$ cat config.mk
export PLATFORM = sky130hd
export DESIGN_NAME = mem_bus_ctrl
export DESIGN_NICKNAME = d
export VERILOG_FILES = /design/src/rtl/mem_bus_pkg.sv /design/src/rtl/mem_bus_decode.sv /design/src/rtl/mem_bus_ctrl.sv
export SDC_FILE = /design/constraint.sdc
export NUM_CORES = 1
export LEC_CHECK = 0
export CAP_MARGIN = 20
export CORE_AREA = 2 2 161 163
export CTS_CLUSTER_SIZE = 30
export DETAILED_ROUTE_END_ITERATION = 7
export DIE_AREA = 0 0 163 165
export GPL_TIMING_DRIVEN = 1
export PLACE_DENSITY_LB_ADDON = 0.08
export SYNTH_ARGS = -nofsm -noshare
export SYNTH_HDL_FRONTEND = slang
export SYNTH_SLANG_ARGS = --single-unit
$ cat constraint.sdc
create_clock -name clk -period 3.2 [get_ports clk]
set_input_delay 0.48 -clock clk [delete_from_list [all_inputs] [get_ports clk]]
set_output_delay 0.48 -clock clk [all_outputs]
set_load 0.02 [all_outputs]
$ cat src/rtl/mem_bus_pkg.sv
// Shared types and default address map for the memory bus controller.
package mem_bus_pkg;

    typedef enum logic [2:0] {
        IDLE,
        RAM_ACC,
        RAM_CAP,
        IO_WAIT,
        RESP
    } state_t;

    typedef enum logic [1:0] {
        REG_RAM,
        REG_IO,
        REG_NONE
    } region_t;

    localparam int RAM_WORDS_DEF = 8192;
    localparam int IO_BASE_DEF   = 'h2000;

    // Channel index width; at least one bit so a single-channel build still has a select.
    function automatic int ch_bits(input int n);
        return (n > 1) ? $clog2(n) : 1;
    endfunction

endpackage

$ cat src/rtl/mem_bus_decode.sv
// Combinational address-to-region decoder with I/O channel index.
module mem_bus_decode
    import mem_bus_pkg::*;
#(
    parameter int ADDR_W    = 16,
    parameter int RAM_WORDS = RAM_WORDS_DEF,
    parameter int IO_BASE   = IO_BASE_DEF,
    parameter int IO_CH     = 16,
    parameter int CH_W      = ch_bits(IO_CH)
) (
    input  logic [ADDR_W-1:0] addr,
    output region_t           region,
    output logic [CH_W-1:0]   ch
);

    // One extra bit so RAM_WORDS == 2**ADDR_W still compares correctly.
    localparam logic [ADDR_W:0]   RAM_LIM   = (ADDR_W+1)'(RAM_WORDS);
    localparam logic [ADDR_W:0]   IO_LIM    = (ADDR_W+1)'(IO_CH);
    localparam logic [ADDR_W-1:0] IO_BASE_A = ADDR_W'(IO_BASE);

    logic [ADDR_W-1:0] off;

    // Offset from the I/O base wraps at ADDR_W; the lower bound test rejects wrapped values.
    assign off = addr - IO_BASE_A;
    assign ch  = off[CH_W-1:0];

    // RAM takes priority, then the I/O window, everything else is unmapped.
    always_comb begin
        region = REG_NONE;
        if ({1'b0, addr} < RAM_LIM)
            region = REG_RAM;
        else if ((addr >= IO_BASE_A) && ({1'b0, off} < IO_LIM))
            region = REG_IO;
    end

endmodule

$ cat src/rtl/mem_bus_ctrl.sv
// Single-port request/response controller routing to synchronous RAM or I/O channels.
module mem_bus_ctrl
    import mem_bus_pkg::*;
#(
    parameter int ADDR_W    = 16,
    parameter int DATA_W    = 16,
    parameter int RAM_WORDS = RAM_WORDS_DEF,
    parameter int IO_BASE   = IO_BASE_DEF,
    parameter int IO_CH     = 16,
    parameter int TIMEOUT   = 15
) (
    input  logic                     clk,
    input  logic                     reset,
    input  logic                     req_valid,
    output logic                     req_ready,
    input  logic [ADDR_W-1:0]        req_addr,
    input  logic                     req_we,
    input  logic [DATA_W-1:0]        req_wdata,
    output logic                     rsp_valid,
    output logic [DATA_W-1:0]        rsp_rdata,
    output logic                     rsp_err,
    output logic [ADDR_W-1:0]        ram_addr,
    output logic                     ram_we,
    output logic [DATA_W-1:0]        ram_wdata,
    input  logic [DATA_W-1:0]        ram_rdata,
    output logic [IO_CH-1:0]         io_sel,
    output logic                     io_we,
    output logic [DATA_W-1:0]        io_wdata,
    input  logic [IO_CH*DATA_W-1:0]  io_rdata,
    input  logic [IO_CH-1:0]         io_ack
);

    localparam int CH_W = ch_bits(IO_CH);

    typedef struct packed {
        logic [ADDR_W-1:0] addr;
        logic              we;
        logic [DATA_W-1:0] wdata;
        logic [CH_W-1:0]   ch;
    } req_t;

    state_t                         state, state_n;
    req_t                           req_q;
    logic [7:0]                     cnt_q, cnt_n;
    logic [DATA_W-1:0]              rdata_q, rdata_n;
    logic                           err_q, err_n;
    logic                           rsp_load, accept;
    region_t                        dec_region;
    logic [CH_W-1:0]                dec_ch;
    logic [IO_CH-1:0][DATA_W-1:0]   io_rd;

    assign io_rd = io_rdata;

    mem_bus_decode #(
        .ADDR_W    (ADDR_W),
        .RAM_WORDS (RAM_WORDS),
        .IO_BASE   (IO_BASE),
        .IO_CH     (IO_CH),
        .CH_W      (CH_W)
    ) u_decode (
        .addr   (req_addr),
        .region (dec_region),
        .ch     (dec_ch)
    );

    // Address and write data come straight from the latched request.
    assign ram_addr  = req_q.addr;
    assign ram_wdata = req_q.wdata;
    assign io_wdata  = req_q.wdata;
    assign rsp_rdata = rdata_q;
    assign rsp_err   = err_q;

    // State register; reset aborts any outstanding transaction.
    always_ff @(posedge clk or posedge reset) begin
        if (reset) state <= IDLE;
        else       state <= state_n;
    end

    // Request latch, wait counter and response registers (held until the next response).
    always_ff @(posedge clk or posedge reset) begin
        if (reset) begin
            req_q   <= '0;
            cnt_q   <= '0;
            rdata_q <= '0;
            err_q   <= 1'b0;
        end else begin
            if (accept) req_q <= '{addr: req_addr, we: req_we, wdata: req_wdata, ch: dec_ch};
            cnt_q <= cnt_n;
            if (rsp_load) begin
                rdata_q <= rdata_n;
                err_q   <= err_n;
            end
        end
    end

    // Next-state, response capture and strobes, all decoded from the current state.
    always_comb begin
        state_n   = state;
        cnt_n     = cnt_q;
        rsp_load  = 1'b0;
        rdata_n   = '0;
        err_n     = 1'b0;
        accept    = 1'b0;
        req_ready = 1'b0;
        rsp_valid = 1'b0;
        ram_we    = 1'b0;
        io_sel    = '0;
        io_we     = 1'b0;
        case (state)
            IDLE: begin
                req_ready = 1'b1;
                if (req_valid) begin
                    accept = 1'b1;
                    case (dec_region)
                        REG_RAM: state_n = RAM_ACC;
                        REG_IO:  state_n = IO_WAIT;
                        default: begin
                            state_n  = RESP;
                            rsp_load = 1'b1;
                            err_n    = 1'b1;
                        end
                    endcase
                end
            end
            RAM_ACC: begin
                ram_we  = req_q.we;
                state_n = RAM_CAP;
            end
            RAM_CAP: begin
                state_n  = RESP;
                rsp_load = 1'b1;
                if (!req_q.we) rdata_n = ram_rdata;
            end
            IO_WAIT: begin
                io_sel = IO_CH'(1) << req_q.ch;
                io_we  = req_q.we;
                // The selected ack is checked first so an ack on the last allowed cycle wins.
                if (io_ack[req_q.ch]) begin
                    state_n  = RESP;
                    rsp_load = 1'b1;
                    cnt_n    = '0;
                    if (!req_q.we) rdata_n = io_rd[req_q.ch];
                end else if (cnt_q == 8'(TIMEOUT - 1)) begin
                    state_n  = RESP;
                    rsp_load = 1'b1;
                    err_n    = 1'b1;
                    cnt_n    = '0;
                end else begin
                    cnt_n = cnt_q + 8'd1;
                end
            end
            RESP: begin
                rsp_valid = 1'b1;
                state_n   = IDLE;
            end
            default: state_n = IDLE;
        endcase
    end

endmodule

# Word level (Yosys, flattened, before mapping)
# Cells that the tools add are included.
[word_totals]
mem_count = 0
latchBits = 0
ramBits = 0
input_bits = 324
romBits = 0
reg_bits = 65
elab_cells = 59
[op_classes]
eq_ne = 8
n_reduce_logical = 5
order_cmp = 4
bitwise = 0
mux = 31
shift = 1
div = 0
addsub = 2
mul = 0
[op_table]
columns = ["cell", "count"]
rows = [
  ["$mux W16", 5],
  ["$bmux W16 S4", 1],
  ["$pmux W16 S2", 1],
  ["$ge A16 B14 Y1 const B", 1],
  ["$lt A16 B14 Y1 const B", 1],
  ["$lt A16 B5 Y1 const B", 1],
  ["$mux W8", 2],
  ["$shl A1 B4 Y16 const A", 1],
  ["$sub A16 B14 Y16 const B", 1],
  ["$mux W1", 12],
  ["$pmux W3 S4", 1],
  ["$mux W3", 3],
  ["$add A8 B1 Y8 const B", 1],
  ["$eq A8 B4 Y1 const B", 1],
  ["$eq A3 B2 Y1 const B", 2],
  ["$pmux W3 S2", 1],
  ["$lt A4 B5 Y1 const B", 1],
  ["$bmux W1 S4", 1],
  ["$mux W2", 2],
  ["$eq A3 B1 Y1 const B", 1],
  ["$eq A3 B3 Y1 const B", 1],
  ["$logic_not A3 Y1", 1],
  ["$ne A3 B3 Y1 const B", 1],
  ["$pmux W1 S3", 1],
  ["other kinds (7)", 7],
]

# Depth between registers and ports, before layout
[logic_depth]
depth_word = 10
depth_mapped = 9
ltp_nobuf = 7

# Modules after synthesis
# A second synthesis with hierarchy kept.
[unflattened]
cells_unflattened = 571
area_unflattened_um2 = 5616.6
[modules_own_cells]
columns = ["module", "n_inst", "seq_area_each_um2", "area_each_um2", "cells_each"]
rows = [
  ["mem_bus_ctrl", 1, 1626.6, 5510.3, 556],
  ["mem_bus_decode", 1, 0.0, 106.4, 15],
]

# Least setup slack after synthesis
# No wires, ideal clock.
[synth_path]
path_type = "register to register"
start = "reg state[0]"
end = "reg rdata_q[3], in the netlist rsp_rdata[3]"
arrival_ns = 2.254
setup_time_ns = 0.126
required_time_ns = 3.074
stages_incl_launch_ff = 9
slack_ns = 0.820
cell_sequence = "dfrtp_1 clkbuf_1 nor3_1 and2_1 buf_2 o311a_1 o2bb2ai_2 buf_2 a221o_1"
[synth_via]
elab_chain_cells = 2
elab_cells_between_ends = 5
[synth_rtl]
columns = ["element", "line", "source"]
rows = [
  ["start: declaration", "mem_bus_ctrl.sv:42", "state_t state, state_n;"],
  ["start signal: assignment", "mem_bus_ctrl.sv:76", "else state <= state_n;"],
  ["$eq A3 B2 Y1 or $logic_not A3 Y1 (tied branches)", "mem_bus_ctrl.sv:109", "case (state)"],
  ["$pmux W1 S3 or $pmux W16 S2 (tied branches)", "mem_bus_ctrl.sv:109", ""],
  ["end signal: assignment", "mem_bus_ctrl.sv:90", "rdata_q <= rdata_n;"],
  ["end: declaration", "mem_bus_ctrl.sv:45", "logic [DATA_W-1:0] rdata_q, rdata_n;"],
]
# Several ways; a longest one is shown, not always the timed one.
# A chain may end at the register's enable or synchronous reset.

# Worst setup path in the final report
[layout_path]
start = "reg state[1]"
end = "out io_sel[0]"
[layout_via]
elab_chain_cells = 2
[layout_rtl]
columns = ["element", "line", "source"]
rows = [
  ["$eq A3 B2 Y1", "mem_bus_ctrl.sv:109", ""],
  ["$mux W16", "mem_bus_ctrl.sv:109", ""],
  ["end: declaration", "mem_bus_ctrl.sv:26", "output logic [IO_CH-1:0] io_sel,"],
]
# Every way passes these cells.

==> results.json <==
{
  "outcome": "finished, final reports clean",
  "cts_made_buffers": 9,
  "fin_crit_sh": 0.925,
  "drt_wl_total_um": 23600,
  "worst_r2r_endpoint": "rsp_rdata[5]",
  "detail-route-antenna-nets": 0,
  "post-route-cell-area_sq_um": 9620,
  "end_kind": "output pin",
  "dieArea_sq_um": 26900,
  "crit_fanout": 7,
  "gp_congestion": 0.814,
  "start_kind": "flop",
  "synth_ff_type": "dfrtp_1",
  "crit_required_ns": 2.72,
  "worstRegToRegCells": 5,
  "cts_root_buffer": "clkbuf_16",
  "start_util": 0.209,
  "cap_viol_max_count": 0,
  "nFillCells": 2419,
  "drive_above_1_share": 0.191,
  "clk_latency_ns": 0.33,
  "dr.first_iter.drc_count": 215,
  "die_w_um": 163,
  "powerDensity_nw_per_um2": 413,
  "grt_max_degree": 43,
  "setup_viol": 0,
  "seq_area_frac_synth": 0.291,
  "fin_util": 0.384,
  "regArea_sq_um": 1530,
  "syn-instance-count": 398,
  "p_leak_nw": 3.60,
  "regToRegSetupSlack_ns": 0.56,
  "hold_buffers": 0,
  "cts.sinks": 61,
  "grt_pass1_vias": 5457,
  "cts_buffer_depth": 2,
  "multi_input_area_sq_um": 3120,
  "ctsResizeCount": 0,
  "finalHoldViolations": 0,
  "grt_usage": 0.168,
  "pin_count": 409,
  "syn-num-nets": 725,
  "core_sq_um": 25000,
  "cts_tree": "yes",
  "arrival_ns": 2.48,
  "holdCritPathClass": "flop to flop",
  "ir_worst_vdd_v": 0.000217,
  "grt_overflow_total": 0,
  "rsz0062_at_grt": "no",
  "synth_cell_type_count": 43,
  "avgViaCountPerCell": 4.53,
  "area_growth_pct": 83.4,
  "finalMaxSlewViolations": 0,
  "fin_total_pwr_mw": 3.97,
  "clock_skew_ns": 0.00636,
  "hold_end": "ram_addr[15]",
  "async_reset_ff_frac": 1.00,
  "synth-seq-cells": 61,
  "syn_area_sq_um": 5240,
  "post-dp-hpwl_um": 20100,
  "layout_min_cycle_time_ns": 2.96,
  "timing.setup.tns_ns": 0,
  "die_height_um": 165,
  "fmax_mhz": 338,
  "synth_edf_count": 0,
  "cts_max_level": 3,
  "worst_pin_slew_ns": 0.826,
  "slew_headroom": 0.448,
  "timing.rr.start": "ram_addr[0]",
  "avgSynthCellArea_sq_um": 13.2,
  "criticalPathCategory": "flop to output pin",
  "vias": 4937,
  "postCtsSetupBuffers": 0,
  "firstDrtPassIters": 6,
  "yosysWarnings": 0,
  "path_clk_slew_ns": 0.05,
  "core.rowCount": 58,
  "io_buffers": 408,
  "grt_first_pass_wirelength_um": 33200,
  "final_nets": 1080,
  "worstHoldPathCells": 1,
  "antenna_found_initial": 3,
  "placed_area_sq_um": 9320,
  "min_from": "ram_addr[15]",
  "wl_per_cell_um": 21.6,
  "drc": 0
}
[routing by layer]
metal	global-route usage	wire length, um	up-vias
met5	0	26	-
met4	0.0398	280	4
met3	0.0505	2120	21
met2	0.316	12800	260
met1	0.185	8370	2417
li1	-	-	2235
[registers in the layout, indices dropped and copies added (netlist names)]
| signal | cells |
|---|---|
| rsp_err | 1 |
| req_q | 1 |
| cnt_q | 8 |
| rsp_rdata | 16 |
| ram_addr | 16 |
| state | 3 |
| io_wdata | 16 |
[report_power, final]
part           switching (mW)  internal, mW  leakage [nW]
Sequential              0.164         0.879         0.760
Clock                   0.340         0.621         0.143
Combinational           0.717          1.25          2.69
Total                    1.22          2.75          3.60
[worst max-delay path, stage by stage, from the launching register on]
cell and delay [ns]:
dfrtp_1 0.39, nor2b_1 0.27, nand2_1 0.22, or3_1 0.47
nor3_1 0.18, clkdlybuf4s50_1 0.63
[synthesized netlist by cell type (2+ instances only)]
| master | number | area, sq um |
|---|---|---|
| mux4_2 | 72 | 1620 |
| dfrtp_1 | 61 | 1530 |
| buf_4 | 49 | 368 |
| mux2_2 | 35 | 394 |
| nor2_1 | 25 | 93.8 |
| a221o_1 | 17 | 170 |
| nor2b_1 | 17 | 106 |
| clkbuf_1 | 14 | 52.6 |
| nand2_1 | 14 | 52.6 |
| mux4_1 | 8 | 210 |
| inv_1 | 7 | 26.3 |
| buf_2 | 6 | 30.0 |
| xor2_1 | 6 | 52.6 |
| nor3_1 | 5 | 25.0 |
| o21ai_0 | 5 | 25.0 |
| a211oi_1 | 4 | 30.0 |
| buf_1 | 4 | 15.0 |
| buf_12 | 4 | 80.1 |
| nand3_1 | 4 | 20.0 |
| nand4_1 | 4 | 25.0 |
| buf_6 | 3 | 33.8 |
| ha_1 | 3 | 37.5 |
| nand2b_1 | 3 | 18.8 |
| nor3b_1 | 3 | 22.5 |
| a21oi_1 | 2 | 10.0 |
| and2_1 | 2 | 12.5 |
| and3_1 | 2 | 12.5 |
| mux2i_1 | 2 | 20.0 |
| o22ai_1 | 2 | 12.5 |
| or3_1 | 2 | 12.5 |
[stage by stage]
| step | cells | hold WS (ns) | setup slack [ns] |
|---|---|---|---|
| 2_1_floorplan | 398 | 0.482 | 0.820 |
| 3_3_place_gp | 1072 | 0.493 | 0.553 |
| 3_5_place_dp | 1072 | 0.498 | 0.447 |
| 4_1_cts | 1088 | 0.510 | 0.192 |
| 5_1_grt | 1088 | 0.532 | 0.109 |
| 6_report | 1090 | 0.507 | 0.239 |
[cell families (layout without fill, tap and decap cells)]
group,Yosys count,in the layout,synth area share
compound gates,37,37,0.0620
fa+ha+maj,3,3,0.00716
flops,61,61,0.291
mux,117,117,0.428
simple gates,86,86,0.0842
xor+xnor,7,7,0.0117
other cells,0,2,0
buf+inv,87,447,0.115
[layout make-up]
| type | instances | share of cell area |
|---|---|---|
| Timing Repair Buffer | 424 | 0.440 |
| Multi-Input combinational cell | 250 | 0.324 |
| Sequential cell | 61 | 0.159 |
| Tap cell | 330 | 0.0429 |
| Clock buffer | 12 | 0.0256 |
| Clock inverter | 4 | 0.00494 |
| Inverter | 7 | 0.00273 |
| Antenna cell | 2 | 0.000520 |
[worst max-delay path by stage]
stage	start	end	slack, ns
after global routing	state[1]	io_sel[8]	0.11
after global placement	ram_addr[0]	rsp_rdata[5]	0.55
after floorplan	state[0]	rsp_rdata[3]	0.82
final	state[1]	io_sel[0]	0.24
after CTS	state[1]	io_sel[0]	0.19
after detailed placement	req_addr[13]	rsp_rdata[10]	0.45
[cell usage in the layout, fill, tap and decap left out, types with 3 or more instances in the layout]
cell and n:
nand3_1 4, mux2_2 35, inv_1 6, a221o_1 17, o21ai_0 5, nor3_1 5, clkdlybuf4s50_1 408, mux4_1 8
nor2_1 25, buf_4 14, dfrtp_1 59, mux4_2 72, ha_1 3, clkbuf_16 9, nand4_1 4, xor2_1 6
nor2b_1 17, a211oi_1 4, nand2b_1 3, nand2_1 14
No activity file was read; power rests on OpenSTA's default activity.
